**src/rtl/spdif_pkg.sv**
```systemverilog
// spdif_pkg: shared constants for the S/PDIF frame scheduler.
//   Preamble codes driven on ENC_PRE, the channel-status block length,
//   and the time-slot map of the 28-bit subframe word (slots 4..31).
//   Bit n of the packed word carries time slot SLOT_BASE+n.
package spdif_pkg;

  localparam logic [1:0] PRE_B = 2'd0;  // block start, subframe A of frame 0
  localparam logic [1:0] PRE_M = 2'd1;  // subframe A, other frames
  localparam logic [1:0] PRE_W = 2'd2;  // every subframe B

  localparam int FRAMES_PER_BLOCK = 192;
  localparam int AUDIO_W          = 24;

  localparam int SLOT_BASE = 4;
  localparam int SLOT_V    = 28;
  localparam int SLOT_U    = 29;
  localparam int SLOT_C    = 30;
  localparam int SLOT_P    = 31;
  localparam int WORD_W    = SLOT_P - SLOT_BASE + 1;

  // Channel-status bit for a frame: only bits 0..31 can be non-zero.
  function automatic logic cs_bit(input logic [31:0] cs_low, input logic [7:0] idx);
    return (idx < 8'd32) ? cs_low[idx[4:0]] : 1'b0;
  endfunction

endpackage

```
**src/rtl/spdif_frame_sched_if.sv**
```systemverilog
// spdif_frame_sched_if: source + encoder side signals of the scheduler.
//   ENABLE              fetch permit
//   S_VALID/S_READY     PCM pair handshake, S_LEFT/S_RIGHT payload
//   ENC_REQ             encoder wants the next subframe
//   ENC_LOAD            ENC_WORD/ENC_PRE/FRAME_IDX were just updated
//   UNDERRUN            subframe A loaded without a buffered pair
// master = source/encoder side, slave = scheduler.
interface spdif_frame_sched_if
  import spdif_pkg::*;
#(
  parameter int SAMPLE_W = 24
);
  logic                ENABLE;
  logic                S_VALID;
  logic                S_READY;
  logic [SAMPLE_W-1:0] S_LEFT;
  logic [SAMPLE_W-1:0] S_RIGHT;
  logic                ENC_REQ;
  logic                ENC_LOAD;
  logic [WORD_W-1:0]   ENC_WORD;
  logic [1:0]          ENC_PRE;
  logic [7:0]          FRAME_IDX;
  logic                UNDERRUN;

  modport master (
    output ENABLE, S_VALID, S_LEFT, S_RIGHT, ENC_REQ,
    input  S_READY, ENC_LOAD, ENC_WORD, ENC_PRE, FRAME_IDX, UNDERRUN
  );

  modport slave (
    input  ENABLE, S_VALID, S_LEFT, S_RIGHT, ENC_REQ,
    output S_READY, ENC_LOAD, ENC_WORD, ENC_PRE, FRAME_IDX, UNDERRUN
  );
endinterface

```
**src/rtl/spdif_subframe_pack.sv**
```systemverilog
// spdif_subframe_pack: combinational subframe word builder.
//   sample  PCM sample, SAMPLE_W bits, left-justified into the 24-bit field
//   v, c    validity and channel-status bits (user bit is always 0)
//   word    28-bit word, bit0 = slot 4, parity in slot 31 makes the
//           count of ones over slots 4..31 even
module spdif_subframe_pack
  import spdif_pkg::*;
#(
  parameter int SAMPLE_W = 24
) (
  input  logic [SAMPLE_W-1:0] sample,
  input  logic                v,
  input  logic                c,
  output logic [WORD_W-1:0]   word
);
  logic [AUDIO_W-1:0] audio;
  logic [WORD_W-2:0]  body;

  // Narrow samples sit in the MSBs of the audio field, LSBs zero.
  assign audio = AUDIO_W'(sample) << (AUDIO_W - SAMPLE_W);

  always_comb begin
    body                      = '0;
    body[AUDIO_W-1:0]         = audio;
    body[SLOT_V - SLOT_BASE]  = v;
    body[SLOT_U - SLOT_BASE]  = 1'b0;
    body[SLOT_C - SLOT_BASE]  = c;
  end

  assign word = {^body, body};

endmodule

```
**src/rtl/spdif_frame_sched.sv**
```systemverilog
// spdif_frame_sched: S/PDIF transmit sequencer.
//   Fetches stereo pairs from the source (one-pair buffer), and on each
//   encoder request loads the next subframe: A carries the left sample,
//   B the right sample of the same pair. Tracks the 192-frame block
//   position for preamble and channel-status selection.
// Ports:
//   CLK, RST_N   clock, asynchronous active-low reset
//   bus          spdif_frame_sched_if.slave (source + encoder signals)
// Parameters:
//   SAMPLE_W     PCM width 16..24, must match the interface instance
//   CS_LOW       channel-status bits 0..31 (bits 32..191 are zero)
// Build option:
//   SPDIF_UNDERRUN_HOLD_EN  defined: an underrun resends the previous pair
//                           with V=0; undefined: zero audio with V=1.
module spdif_frame_sched
  import spdif_pkg::*;
#(
  parameter int          SAMPLE_W = 24,
  parameter logic [31:0] CS_LOW   = 32'h0200_0004
) (
  input  logic CLK,
  input  logic RST_N,
  spdif_frame_sched_if.slave bus
);

  localparam logic [0:0] SEND_A = 1'b0;
  localparam logic [0:0] SEND_B = 1'b1;

  logic [0:0]          state;
  logic [7:0]          frame_cnt;   // frame of the next subframe to load

  logic                buf_full;
  logic [SAMPLE_W-1:0] buf_l, buf_r;
  logic [SAMPLE_W-1:0] cur_l, cur_r;
  logic                cur_v;       // V of the last A, reused by its B

  logic                hs;
  logic                take_a;
  logic                und_now;
  logic [SAMPLE_W-1:0] sel_sample;
  logic                sel_v;
  logic                sel_c;
  logic [1:0]          sel_pre;
  logic [WORD_W-1:0]   packed_word;

  assign bus.S_READY = bus.ENABLE && !buf_full;
  assign hs          = bus.S_VALID && bus.S_READY;
  assign take_a      = bus.ENC_REQ && (state == SEND_A);
  assign und_now     = take_a && !buf_full;
  assign sel_c       = cs_bit(CS_LOW, frame_cnt);

  // Subframe content for a load happening this cycle.
  always_comb begin
    sel_sample = '0;
    sel_v      = 1'b0;
    sel_pre    = PRE_W;
    if (state == SEND_A) begin
      sel_pre = (frame_cnt == 8'd0) ? PRE_B : PRE_M;
      if (buf_full) begin
        sel_sample = buf_l;
        sel_v      = 1'b0;
      end else begin
`ifdef SPDIF_UNDERRUN_HOLD_EN
        sel_sample = cur_l;
        sel_v      = 1'b0;
`else
        sel_sample = '0;
        sel_v      = 1'b1;
`endif
      end
    end else begin
      // B always follows its A: the current pair was settled at A time.
      sel_sample = cur_r;
      sel_v      = cur_v;
    end
  end

  spdif_subframe_pack #(
    .SAMPLE_W (SAMPLE_W)
  ) u_pack (
    .sample (sel_sample),
    .v      (sel_v),
    .c      (sel_c),
    .word   (packed_word)
  );

  // Next-pair buffer. A consuming A-load and a handshake never coincide,
  // because S_READY is low whenever the buffer is full.
  always_ff @(posedge CLK or negedge RST_N) begin
    if (!RST_N) begin
      buf_full <= 1'b0;
      buf_l    <= '0;
      buf_r    <= '0;
    end else begin
      if (take_a && buf_full) begin
        buf_full <= 1'b0;
      end else if (hs) begin
        buf_full <= 1'b1;
      end
      if (hs) begin
        buf_l <= bus.S_LEFT;
        buf_r <= bus.S_RIGHT;
      end
    end
  end

  // Subframe sequencing: A/B toggle, current pair, block position.
  always_ff @(posedge CLK or negedge RST_N) begin
    if (!RST_N) begin
      state     <= SEND_A;
      frame_cnt <= '0;
      cur_l     <= '0;
      cur_r     <= '0;
      cur_v     <= 1'b0;
    end else if (bus.ENC_REQ) begin
      if (state == SEND_A) begin
        state <= SEND_B;
        cur_v <= sel_v;
        if (buf_full) begin
          cur_l <= buf_l;
          cur_r <= buf_r;
        end else begin
`ifndef SPDIF_UNDERRUN_HOLD_EN
          // Zero the pair so the following B also carries silence.
          cur_l <= '0;
          cur_r <= '0;
`endif
        end
      end else begin
        state     <= SEND_A;
        frame_cnt <= (frame_cnt == 8'(FRAMES_PER_BLOCK - 1)) ? 8'd0 : frame_cnt + 8'd1;
      end
    end
  end

  // Encoder-facing registers: one cycle after ENC_REQ, held until next load.
  always_ff @(posedge CLK or negedge RST_N) begin
    if (!RST_N) begin
      bus.ENC_LOAD  <= 1'b0;
      bus.UNDERRUN  <= 1'b0;
      bus.ENC_WORD  <= '0;
      bus.ENC_PRE   <= PRE_B;
      bus.FRAME_IDX <= '0;
    end else begin
      bus.ENC_LOAD <= bus.ENC_REQ;
      bus.UNDERRUN <= und_now;
      if (bus.ENC_REQ) begin
        bus.ENC_WORD  <= packed_word;
        bus.ENC_PRE   <= sel_pre;
        bus.FRAME_IDX <= frame_cnt;
      end
    end
  end

endmodule

```
**src/flat_wrapper.sv**
```systemverilog
// flat-port wrapper written by rule: the top's interface ports become plain ports
module spdif_frame_sched_flat import spdif_pkg::*;
#(
  parameter int          SAMPLE_W = 24,
  parameter logic [31:0] CS_LOW   = 32'h0200_0004
)
  (CLK, RST_N, bus_ENABLE, bus_S_VALID, bus_S_LEFT, bus_S_RIGHT, bus_ENC_REQ, bus_S_READY, bus_ENC_LOAD, bus_ENC_WORD, bus_ENC_PRE, bus_FRAME_IDX, bus_UNDERRUN);
  spdif_frame_sched_if #(.SAMPLE_W(SAMPLE_W)) bus_i ();
  input  logic CLK;
  input  logic RST_N;
  input wire logic [$bits(bus_i.ENABLE)-1:0] bus_ENABLE;
  input wire logic [$bits(bus_i.S_VALID)-1:0] bus_S_VALID;
  input wire logic [$bits(bus_i.S_LEFT)-1:0] bus_S_LEFT;
  input wire logic [$bits(bus_i.S_RIGHT)-1:0] bus_S_RIGHT;
  input wire logic [$bits(bus_i.ENC_REQ)-1:0] bus_ENC_REQ;
  output wire logic [$bits(bus_i.S_READY)-1:0] bus_S_READY;
  output wire logic [$bits(bus_i.ENC_LOAD)-1:0] bus_ENC_LOAD;
  output wire logic [$bits(bus_i.ENC_WORD)-1:0] bus_ENC_WORD;
  output wire logic [$bits(bus_i.ENC_PRE)-1:0] bus_ENC_PRE;
  output wire logic [$bits(bus_i.FRAME_IDX)-1:0] bus_FRAME_IDX;
  output wire logic [$bits(bus_i.UNDERRUN)-1:0] bus_UNDERRUN;
  assign bus_i.ENABLE = bus_ENABLE;
  assign bus_i.S_VALID = bus_S_VALID;
  assign bus_i.S_LEFT = bus_S_LEFT;
  assign bus_i.S_RIGHT = bus_S_RIGHT;
  assign bus_i.ENC_REQ = bus_ENC_REQ;
  assign bus_S_READY = bus_i.S_READY;
  assign bus_ENC_LOAD = bus_i.ENC_LOAD;
  assign bus_ENC_WORD = bus_i.ENC_WORD;
  assign bus_ENC_PRE = bus_i.ENC_PRE;
  assign bus_FRAME_IDX = bus_i.FRAME_IDX;
  assign bus_UNDERRUN = bus_i.UNDERRUN;
  spdif_frame_sched #(.SAMPLE_W(SAMPLE_W), .CS_LOW(CS_LOW)) u_core (.CLK(CLK), .RST_N(RST_N), .bus(bus_i));
endmodule
```
**config.mk**
```make
export PLATFORM = sky130hd
export DESIGN_NAME = spdif_frame_sched_flat
export DESIGN_NICKNAME = d
export VERILOG_FILES = /design/src/rtl/spdif_pkg.sv /design/src/rtl/spdif_frame_sched_if.sv /design/src/rtl/spdif_subframe_pack.sv /design/src/rtl/spdif_frame_sched.sv /design/src/flat_wrapper.sv
export SDC_FILE = /design/constraint.sdc
export NUM_CORES = 1
export LEC_CHECK = 0
export ABC_AREA = 0
export CAP_MARGIN = 20
export CORE_UTILIZATION = 45
export DETAILED_ROUTE_END_ITERATION = 12
export DONT_BUFFER_PORTS = 1
export HOLD_SLACK_MARGIN = 0.1
export PLACE_DENSITY_LB_ADDON = 0.15
export SLEW_MARGIN = 0
export SYNTH_ARGS = -nofsm -noshare
export SYNTH_HDL_FRONTEND = slang
export SYNTH_SLANG_ARGS = --single-unit
```
**constraint.sdc**
```tcl
create_clock -name CLK -period 4.6 [get_ports CLK]
set_input_delay 1.38 -clock CLK [delete_from_list [all_inputs] [get_ports CLK]]
set_output_delay 1.38 -clock CLK [all_outputs]
set_load 0.05 [all_outputs]
```
==> flow_summary_export.csv, run 1 <==
group,metric,value,unit
placed_design,gp_congestion,0.737,
cts,clockBufferDepth,2,
die,die_w,111,um
timing,fin_crit,3.07,ns
synth,synthTopCellsByArea,"dfrtp_1 57%, mux2_2 12%, a22oi_1 4.5%",
die,num_rows,39,
worst_hold_path,hold_depth,1,
die,initial_core_util,46.6,%
pwr,combPwrFrac,30.5,%
setup_path,worstPathCellList,"nor2b_1, buf_4",
synth,syn_inst,461,
placed_design,dp_hpwl,6710,um
timing,fmax,0.325,GHz
setup_path,cp.arrival,1.69,ns
setup_path,critPathTopFamily,"buffers and inverters",
cts,cts_setup_buffers,0,
pwr,ir_worst_vdd,399,uV
worst_hold_path,min_to,"u_core.buf_r[14]",
synth,yosysTopAreaCellShare,56.9,%
pwr,power_frac_clock,25.0,%
pwr,p_leak,2.68,nW
drt,ant_nets,0,
placed_design,dp_slack,1.38,ns
cts,insertion_delay,0.41,ns
timing,hold_viol,0,
timing,fin_tns_setup,0,ns
setup_path,crit_required,3.22,ns
timing,rsz0062_at_grt,"no",
cts,clk_pin_slew,0.05,ns
setup_path,crit_type,"in -> out",
die,io_pins,94,
setup_path,endpoint_kind,"output pin",
cells_and_area,drive_gt1_share,20.6,%
synth,synth_edf_count,0,
drt,wl_per_cell,17.9,um
timing,worst_pin_slew,0.957,ns
timing,finalSetupViolCount,0,
synth,synth_common_cells,"122 x dfrtp_1, 56 x nand2_1, 55 x mux2_2",
setup_path,ff2ff_setup_slack,1.69,ns
pwr,total_power,5.15,mW
placed_design,dp_cells,578,
synth,seq_area_frac_synth,56.9,%
drt,drc_errors,12,
synth,syn_area,5360,sq um
pwr,p_switching,1.94,mW
pwr,p_seq_share,44.5,%
worst_hold_path,min_from,"u_core.buf_r[14]",
timing,slew_headroom,36.1,%
drt,vias,3318,
cts,holdBufCountCts,0,
die,die_area,12400,sq um
pwr,intPower,3.21,mW
placed_design,portBuffers,0,
cts,h-tree-depth,4,
timing,fin_ws,1.53,ns
grt,grtUsageTotal,19.6,%
setup_path,cp-start-kind,"primary input",
synth,syn_area_per_cell,11.6,sq um
synth,ys.flop_type,"dfrtp_1",
synth,async_reset_ff_share,100,%
die,core,11500,sq um
setup_path,r2r-start,"u_core.buf_full",
cts,cts-resized-gates,0,
grt,antenna_found_initial,0,
grt,grt_max_degree,123,
synth,yosys_warnings,0,
outcome,violations,"design-rule violations",
pwr,power_density,856,nW/um^2
cells_and_area,antennaDiodeCount,0,
setup_path,crit_fanout,2,
cts,numCtsBuffers,17,
cts,root_buffer,"clkbuf_16",
drt,avgViaCountPerCell,5.44,
grt,grt_pass1_wl,18500,um
timing,finClkSkew,0.00660,ns
drt,dr.pass1.iters,8,
synth,yosys.area.top_type,"dfrtp_1",
synth,syn_nets,518,
grt,grt_pass1_vias,3582,
synth,synth_cell_types,34,
cells_and_area,finalInstanceArea,6010,sq um
pwr,p_sw_share,37.7,%
timing,slew_viol_final,0,
setup_path,regToRegEndpoint,"u_core.bus.ENC_WORD[27]",
cts,cts_tree,"built",
drt,initialDrtViolationCount,224,
synth,yosysMostFrequentCell,"dfrtp_1",
cells_and_area,area_growth,12.1,%
drt,wl,10900,um
setup_path,rr_worst_depth,7,
grt,grt-ovfl-total,0,
placed_design,dpl_cell_area,5440,sq um
run,maxCapViolCount,0,
setup_path,path_buf_inv,1,
outcome,status,"finished with violations",
timing,fin_crit_sh,66.8,%
synth,ys_seq_elements,122,
cts,clock-sinks,122,
die,die_h,111,um
setup_path,critPathSlowestCell,"buf_4",
cells_and_area,layout.cells.non_filler,610,
worst_hold_path,hold_class,"reg -> reg",
cells_and_area,fin_nets,511,
setup_path,max_stage_delay,0.21,ns
-- worst max path at each step --
stage	cells after the start	to	from	slack, ns
4_1_cts	2	bus_S_READY	bus_ENABLE	1.53
6_report	2	bus_S_READY	bus_ENABLE	1.53
2_1_floorplan	1	bus_S_READY	bus_ENABLE	1.10
3_3_place_gp	5	u_core.buf_r[15]	bus_ENABLE	1.43
5_1_grt	2	bus_S_READY	bus_ENABLE	1.47
3_5_place_dp	5	u_core.buf_r[15]	bus_ENABLE	1.38
-- final cells by class --
type	count	area, sq um
clock buffer	24	482
clock inverter	8	92.6
fill	1018	5500
inverter	5	18.8
multi-input combinational	303	2150
sequential	122	3050
tap	143	179
timing repair buffer	5	37.5
-- sequential cells by signal (all words and copies together) (netlist names) --
signal / flops
u_core.cur_v: 1
u_core.frame_cnt: 8
u_core.buf_r: 24
u_core.state: 1
u_core.bus.ENC_WORD: 27
u_core.bus.ENC_LOAD: 1
u_core.cur_r: 24
u_core.bus.ENC_PRE: 2
u_core.buf_l: 24
u_core.bus.FRAME_IDX: 8
u_core.bus.UNDERRUN: 1
u_core.buf_full: 1
-- logic make-up after synthesis --
kind of cell	share of synthesized area, %
AOI/OAI and AO/OA	11.4
xor gates and xnor gates	7.04
adders and majority gates	0.933
DFF	56.9
and+or+nand+nor	7.81
other	0.0699
buffers and inverters	3.08
muxes	12.8
-- power by group through the flow --
| stage | Clock (mW) | Combinational, mW | Sequential, mW |
|---|---|---|---|
| floorplan | 0 | 1.37 | 2.20 |
| global placement | 0 | 1.55 | 2.30 |
| detailed placement | 0 | 1.59 | 2.32 |
| CTS | 1.32 | 1.60 | 2.30 |
| global route | 1.37 | 1.76 | 2.36 |
| finish | 1.29 | 1.57 | 2.29 |
-- placed cells by master, fill, tap and decap left out, types with 2 or more instances in the layout --
cell,instances
nand3_1,5
inv_1,5
a21oi_1,27
clkbuf_16,17
nor2b_1,2
dfrtp_1,121
a22oi_1,32
nor3_1,3
clkbuf_8,3
nor2_1,33
o21ai_0,28
mux2_2,55
clkinv_2,5
xnor2_1,5
a22oi_2,3
buf_4,5
clkbuf_1,4
nor4_1,2
nand2_1,55
bufinv_16,2
ha_1,4
a31oi_1,2
mux2_1,5
xnor3_1,4
xor2_1,26
a21o_1,2
-- metal layers --
layer	part of all wire (%)	global-route usage, %	up-vias
met5	0	0	-
met3	5.2	6.56	14
met4	2.0	8.29	0
li1	-	-	1585
met1	45	24.9	1646
met2	48	30.7	73
-- through the flow --
step | util, % | hold WS (ns)
finish | 52.2 | 0.490
global route | 52.2 | 0.515
CTS | 52.2 | 0.494
detailed placement | 47.2 | 0.482
global placement | 47.2 | 0.481
floorplan | - | 0.465
Note: power is estimated with default switching activity, not from simulation.
==> run 2, diff against run 1 <==
clock period = 2.8 ns   (was 4.6 ns; I/O delays follow)
==> flow_summary_export.csv, run 2 (synthesized netlist as in run 1, its figures left out) <==
group,metric,value,unit
cells_and_area,largest_reg_flops,27,
pwr,ir_worst_vdd,675,uV
cts,clockBufferDepth,2,
placed_design,portBuffers,0,
timing,slew_viol_final,0,
timing,fin_crit,2.31,ns
drt,vias,3389,
setup_path,endpoint_kind,"output pin",
timing,rsz0062_at_grt,"no",
grt,grt-ovfl-total,0,
setup_path,worstPathCellList,"buf_4, nor2b_1, buf_4",
cells_and_area,mostFrequentLayoutCell,"dfrtp_1",
placed_design,gp_congestion,0.774,
cts,clk_pin_slew,0.05,ns
drt,wl,10900,um
timing,finalSetupViolCount,0,
die,die_h,111,um
grt,antenna_found_initial,0,
cts,insertion_delay,0.42,ns
grt,grt_max_degree,96,
timing,fmax,0.432,GHz
outcome,violations,"design-rule violations",
setup_path,crit_required,1.96,ns
outcome,status,"finished with violations",
cells_and_area,finalInstanceArea,6150,sq um
grt,grtUsageTotal,19.3,%
timing,worst_pin_slew,0.625,ns
setup_path,crit_type,"reg -> out",
drt,wl_per_cell,17.7,um
setup_path,r2r-start,"u_core.state",
cts,cts_tree,"built",
setup_path,crit_fanout,27,
pwr,p_leak,2.76,nW
worst_hold_path,hold_class,"in -> async",
pwr,total_power,8.69,mW
cts,clock-sinks,122,
die,num_rows,39,
placed_design,dp_slack,0.703,ns
cells_and_area,fin_nets,518,
die,core,11500,sq um
setup_path,cp-startpoint,"u_core.buf_full",
grt,grt_pass1_wl,18200,um
setup_path,crit_path_frequent_cell,"buf_4",
cells_and_area,largest_register,"u_core.bus.ENC_WORD",
cts,cts-resized-gates,0,
setup_path,cp-start-kind,"flip-flop",
run,maxCapViolCount,0,
cts,h-tree-depth,4,
cells_and_area,antennaDiodeCount,0,
cts,numCtsBuffers,17,
drt,drc_errors,12,
setup_path,path_buf_inv,2,
setup_path,critPathTopFamily,"buffers and inverters",
setup_path,cp.arrival,1.47,ns
timing,fin_ws,0.486,ns
cells_and_area,final_cell_mix,"121 x dfrtp_1, 55 x mux2_2, 55 x nand2_1",
timing,finClkSkew,0.00500,ns
cells_and_area,area_growth,14.6,%
die,io_pins,94,
die,initial_core_util,46.6,%
setup_path,critPathSlowestCell,"dfrtp_1",
placed_design,dpl_cell_area,5480,sq um
cts,root_buffer,"clkbuf_16",
drt,ant_nets,0,
setup_path,max_stage_delay,0.37,ns
timing,hold_viol,0,
drt,avgViaCountPerCell,5.49,
grt,grt_pass1_vias,3468,
drt,dr.pass1.iters,8,
cells_and_area,drive_gt1_share,21.7,%
pwr,power_density,1410,nW/um^2
timing,fin_tns_setup,0,ns
placed_design,dp_hpwl,6790,um
die,die_area,12400,sq um
timing,slew_headroom,58.3,%
die,die_w,111,um
timing,fin_crit_sh,82.6,%
cells_and_area,fill_cells,1009,
drt,initialDrtViolationCount,207,
==> run 2: changes by cell type in the layout (fill, tap and decap cells not counted), moves of 2 or more <==
cell,change
clkbuf_8,+3
buf_12,+2
buf_4,+3
clkbuf_1,-2
dlygate4sd3_1,+2
==> run 2: final cells by class <==
| type | instances | area, sq um | share of cell area [%] |
|---|---|---|---|
| Clock buffer | 25 | 515 | 8.38 |
| Clock inverter | 7 | 110 | 1.79 |
| Inverter | 5 | 18.8 | 0.305 |
| Multi-Input combinational cell | 303 | 2150 | 35.0 |
| Sequential cell | 122 | 3050 | 49.7 |
| Tap cell | 143 | 179 | 2.91 |
| Timing Repair Buffer | 12 | 120 | 1.95 |
==> run 2: worst paths after layout <==
check	endpoint	slack [ns]	cells after the start
min reg2reg	u_core.buf_r[8]	0.49	1
min in group CLK	u_core.bus.ENC_LOAD	0.46	0
max in group asynchronous	u_core.bus.FRAME_IDX[6]	1.88	1
min	u_core.bus.FRAME_IDX[1]	0.12	0
max reg2reg	u_core.bus.ENC_WORD[27]	0.69	8
max	bus_S_READY	0.49	3
==> run 2: what timing repair did <==
action / 4_1_cts / 5_1_grt
hold buffers: 2 / 1
hold endpoints to repair: 26 / 1
buffers inserted: 0 / 0
==> run 2: where the power goes <==
group          total (mW)  internal, mW  switching (mW)
Sequential           3.81          2.50            1.31
Clock                2.28          1.53           0.744
Combinational        2.60          1.44            1.16
Total                8.69          5.48            3.21
==> run 2: stage by stage <==
| stage | hold WS [ns] | utilization [%] | std cells |
|---|---|---|---|
| global route | 0.100 | 53.4 | 617 |
| global placement | 0.482 | 47.6 | 582 |
| CTS | 0.100 | 53.3 | 616 |
| detailed placement | 0.486 | 47.6 | 582 |
| floorplan | 0.465 | - | 461 |
| finish | 0.120 | 53.4 | 617 |
==> run 2: per-layer routing <==
| metal | up-vias | track usage (%) | share of wire, % |
|---|---|---|---|
| met5 | - | 0 | 0 |
| met4 | 0 | 9.01 | 2.1 |
| li1 | 1600 | - | - |
| met3 | 21 | 6.40 | 6.1 |
| met1 | 1687 | 25.2 | 45 |
| met2 | 81 | 29.2 | 46 |
==> run 3, diff against run 2 <==
clock period = 2.3 ns   (was 2.8 ns; I/O delays follow)
==> flow_summary_export.csv, run 3 (synthesized netlist as in run 1, its figures left out) <==
group,metric,value,unit
cts,cts_setup_buffers,0,
setup_path,rr_worst_depth,5,
placed_design,dp_slack,0.333,ns
grt,grtUsageTotal,19.5,%
cells_and_area,finalInstanceArea,6080,sq um
outcome,violations,"design-rule violations, negative hold slack",
timing,slew_viol_final,0,
cts,clock-sinks,122,
cells_and_area,antennaDiodeCount,0,
cells_and_area,fin_nets,514,
placed_design,portBuffers,0,
cells_and_area,fill_cells,1013,
run,maxCapViolCount,0,
cells_and_area,final_cell_mix,"122 x dfrtp_1, 55 x mux2_2, 55 x nand2_1",
setup_path,worstPathCellList,"buf_4, nor2b_2, buf_4",
grt,grt_pass1_vias,3480,
setup_path,r2r-start,"u_core.frame_cnt[7]",
drt,initialDrtViolationCount,150,
setup_path,crit_type,"reg -> out",
pwr,total_power,10.5,mW
drt,drc_errors,14,
setup_path,regToRegEndpoint,"u_core.bus.ENC_WORD[27]",
cts,clockBufferDepth,2,
placed_design,dp_cells,581,
die,num_rows,39,
die,io_pins,94,
cts,insertion_delay,0.41,ns
timing,finalSetupViolCount,0,
pwr,power_density,1720,nW/um^2
pwr,ir_worst_vdd,879,uV
setup_path,cp-start-kind,"flip-flop",
setup_path,critPathSlowestCell,"dfrtp_1",
cells_and_area,finalCoreUtilization,52.8,%
setup_path,cp.arrival,1.40,ns
drt,wl_per_cell,17.6,um
placed_design,dp_hpwl,7190,um
die,core,11500,sq um
setup_path,crit_required,1.61,ns
die,initial_core_util,46.6,%
cts,numCtsBuffers,17,
drt,dr.pass1.iters,9,
timing,fin_ws,0.208,ns
setup_path,endpoint_kind,"output pin",
timing,fin_tns_setup,0,ns
worst_hold_path,hold_class,"in -> async",
grt,grt_pass1_wl,18300,um
timing,holdWs,-0.0232,ns
timing,slew_headroom,58.6,%
cells_and_area,mostFrequentLayoutCell,"dfrtp_1",
die,die_w,111,um
pwr,p_leak,2.73,nW
cts,cts-resized-gates,0,
timing,rsz0062_at_grt,"no",
cts,clk_pin_slew,0.05,ns
cts,h-tree-depth,4,
drt,wl,10800,um
cts,cts_tree,"built",
grt,grt-ovfl-total,0,
die,die_h,111,um
setup_path,ff2ff_setup_slack,0.30,ns
grt,grt_max_degree,123,
grt,antenna_found_initial,0,
drt,ant_nets,0,
setup_path,cp.depth,3,
die,die_area,12400,sq um
timing,hold_viol,22,
setup_path,crit_path_frequent_cell,"buf_4",
setup_path,cp-startpoint,"u_core.buf_full",
cells_and_area,area_growth,13.4,%
cells_and_area,largest_reg_flops,27,
setup_path,max_stage_delay,0.37,ns
setup_path,crit_end,"bus_S_READY",
timing,fin_crit_sh,91.0,%
cells_and_area,largest_register,"u_core.bus.ENC_WORD",
outcome,status,"finished with violations",
cells_and_area,drive_gt1_share,21.1,%
cells_and_area,regArea,3050,sq um
drt,avgViaCountPerCell,5.44,
setup_path,path_buf_inv,2,
cells_and_area,multi_input_area,2150,sq um
cts,root_buffer,"clkbuf_16",
timing,finClkSkew,0.00657,ns
setup_path,critPathTopFamily,"buffers and inverters",
timing,fin_crit,2.09,ns
drt,vias,3328,
cells_and_area,layout.cells.non_filler,612,
timing,worst_pin_slew,0.615,ns
placed_design,gp_congestion,0.864,
timing,fmax,0.478,GHz
placed_design,dpl_cell_area,5490,sq um
setup_path,crit_fanout,27,
==> run 3: worst min path at each step <==
stage                         endpoint  slack [ns]  depth (start not counted)
2_1_floorplan          u_core.buf_full        0.39                          0
3_3_place_gp   u_core.bus.FRAME_IDX[4]        0.40                          0
3_5_place_dp   u_core.bus.FRAME_IDX[4]        0.40                          0
4_1_cts        u_core.bus.FRAME_IDX[6]       -0.05                          0
5_1_grt        u_core.bus.FRAME_IDX[6]       -0.05                          0
6_report       u_core.bus.FRAME_IDX[6]       -0.02                          0
==> run 3: area by class of cell <==
class	instances	area share, %
clock buffer	22	7.80
clock inverter	9	1.98
inverter	5	0.309
multi-input combinational	303	35.4
sequential	122	50.2
tap	143	2.94
timing repair buffer	8	1.40
==> run 3: layer usage <==
layer	track usage (%)	vias up	wire [um]
met1	25.3	1652	4850
met4	6.67	0	158
li1	-	1588	-
met2	30.1	75	5150
met3	7.22	13	641
met5	0	-	0
==> run 3: power by group <==
group / internal [mW] / leakage [nW] / switching (mW)
registers: 3.04 / 1.50 / 1.63
clock network: 1.77 / 0.299 / 0.883
logic: 1.76 / 0.926 / 1.37
total: 6.57 / 2.73 / 3.88
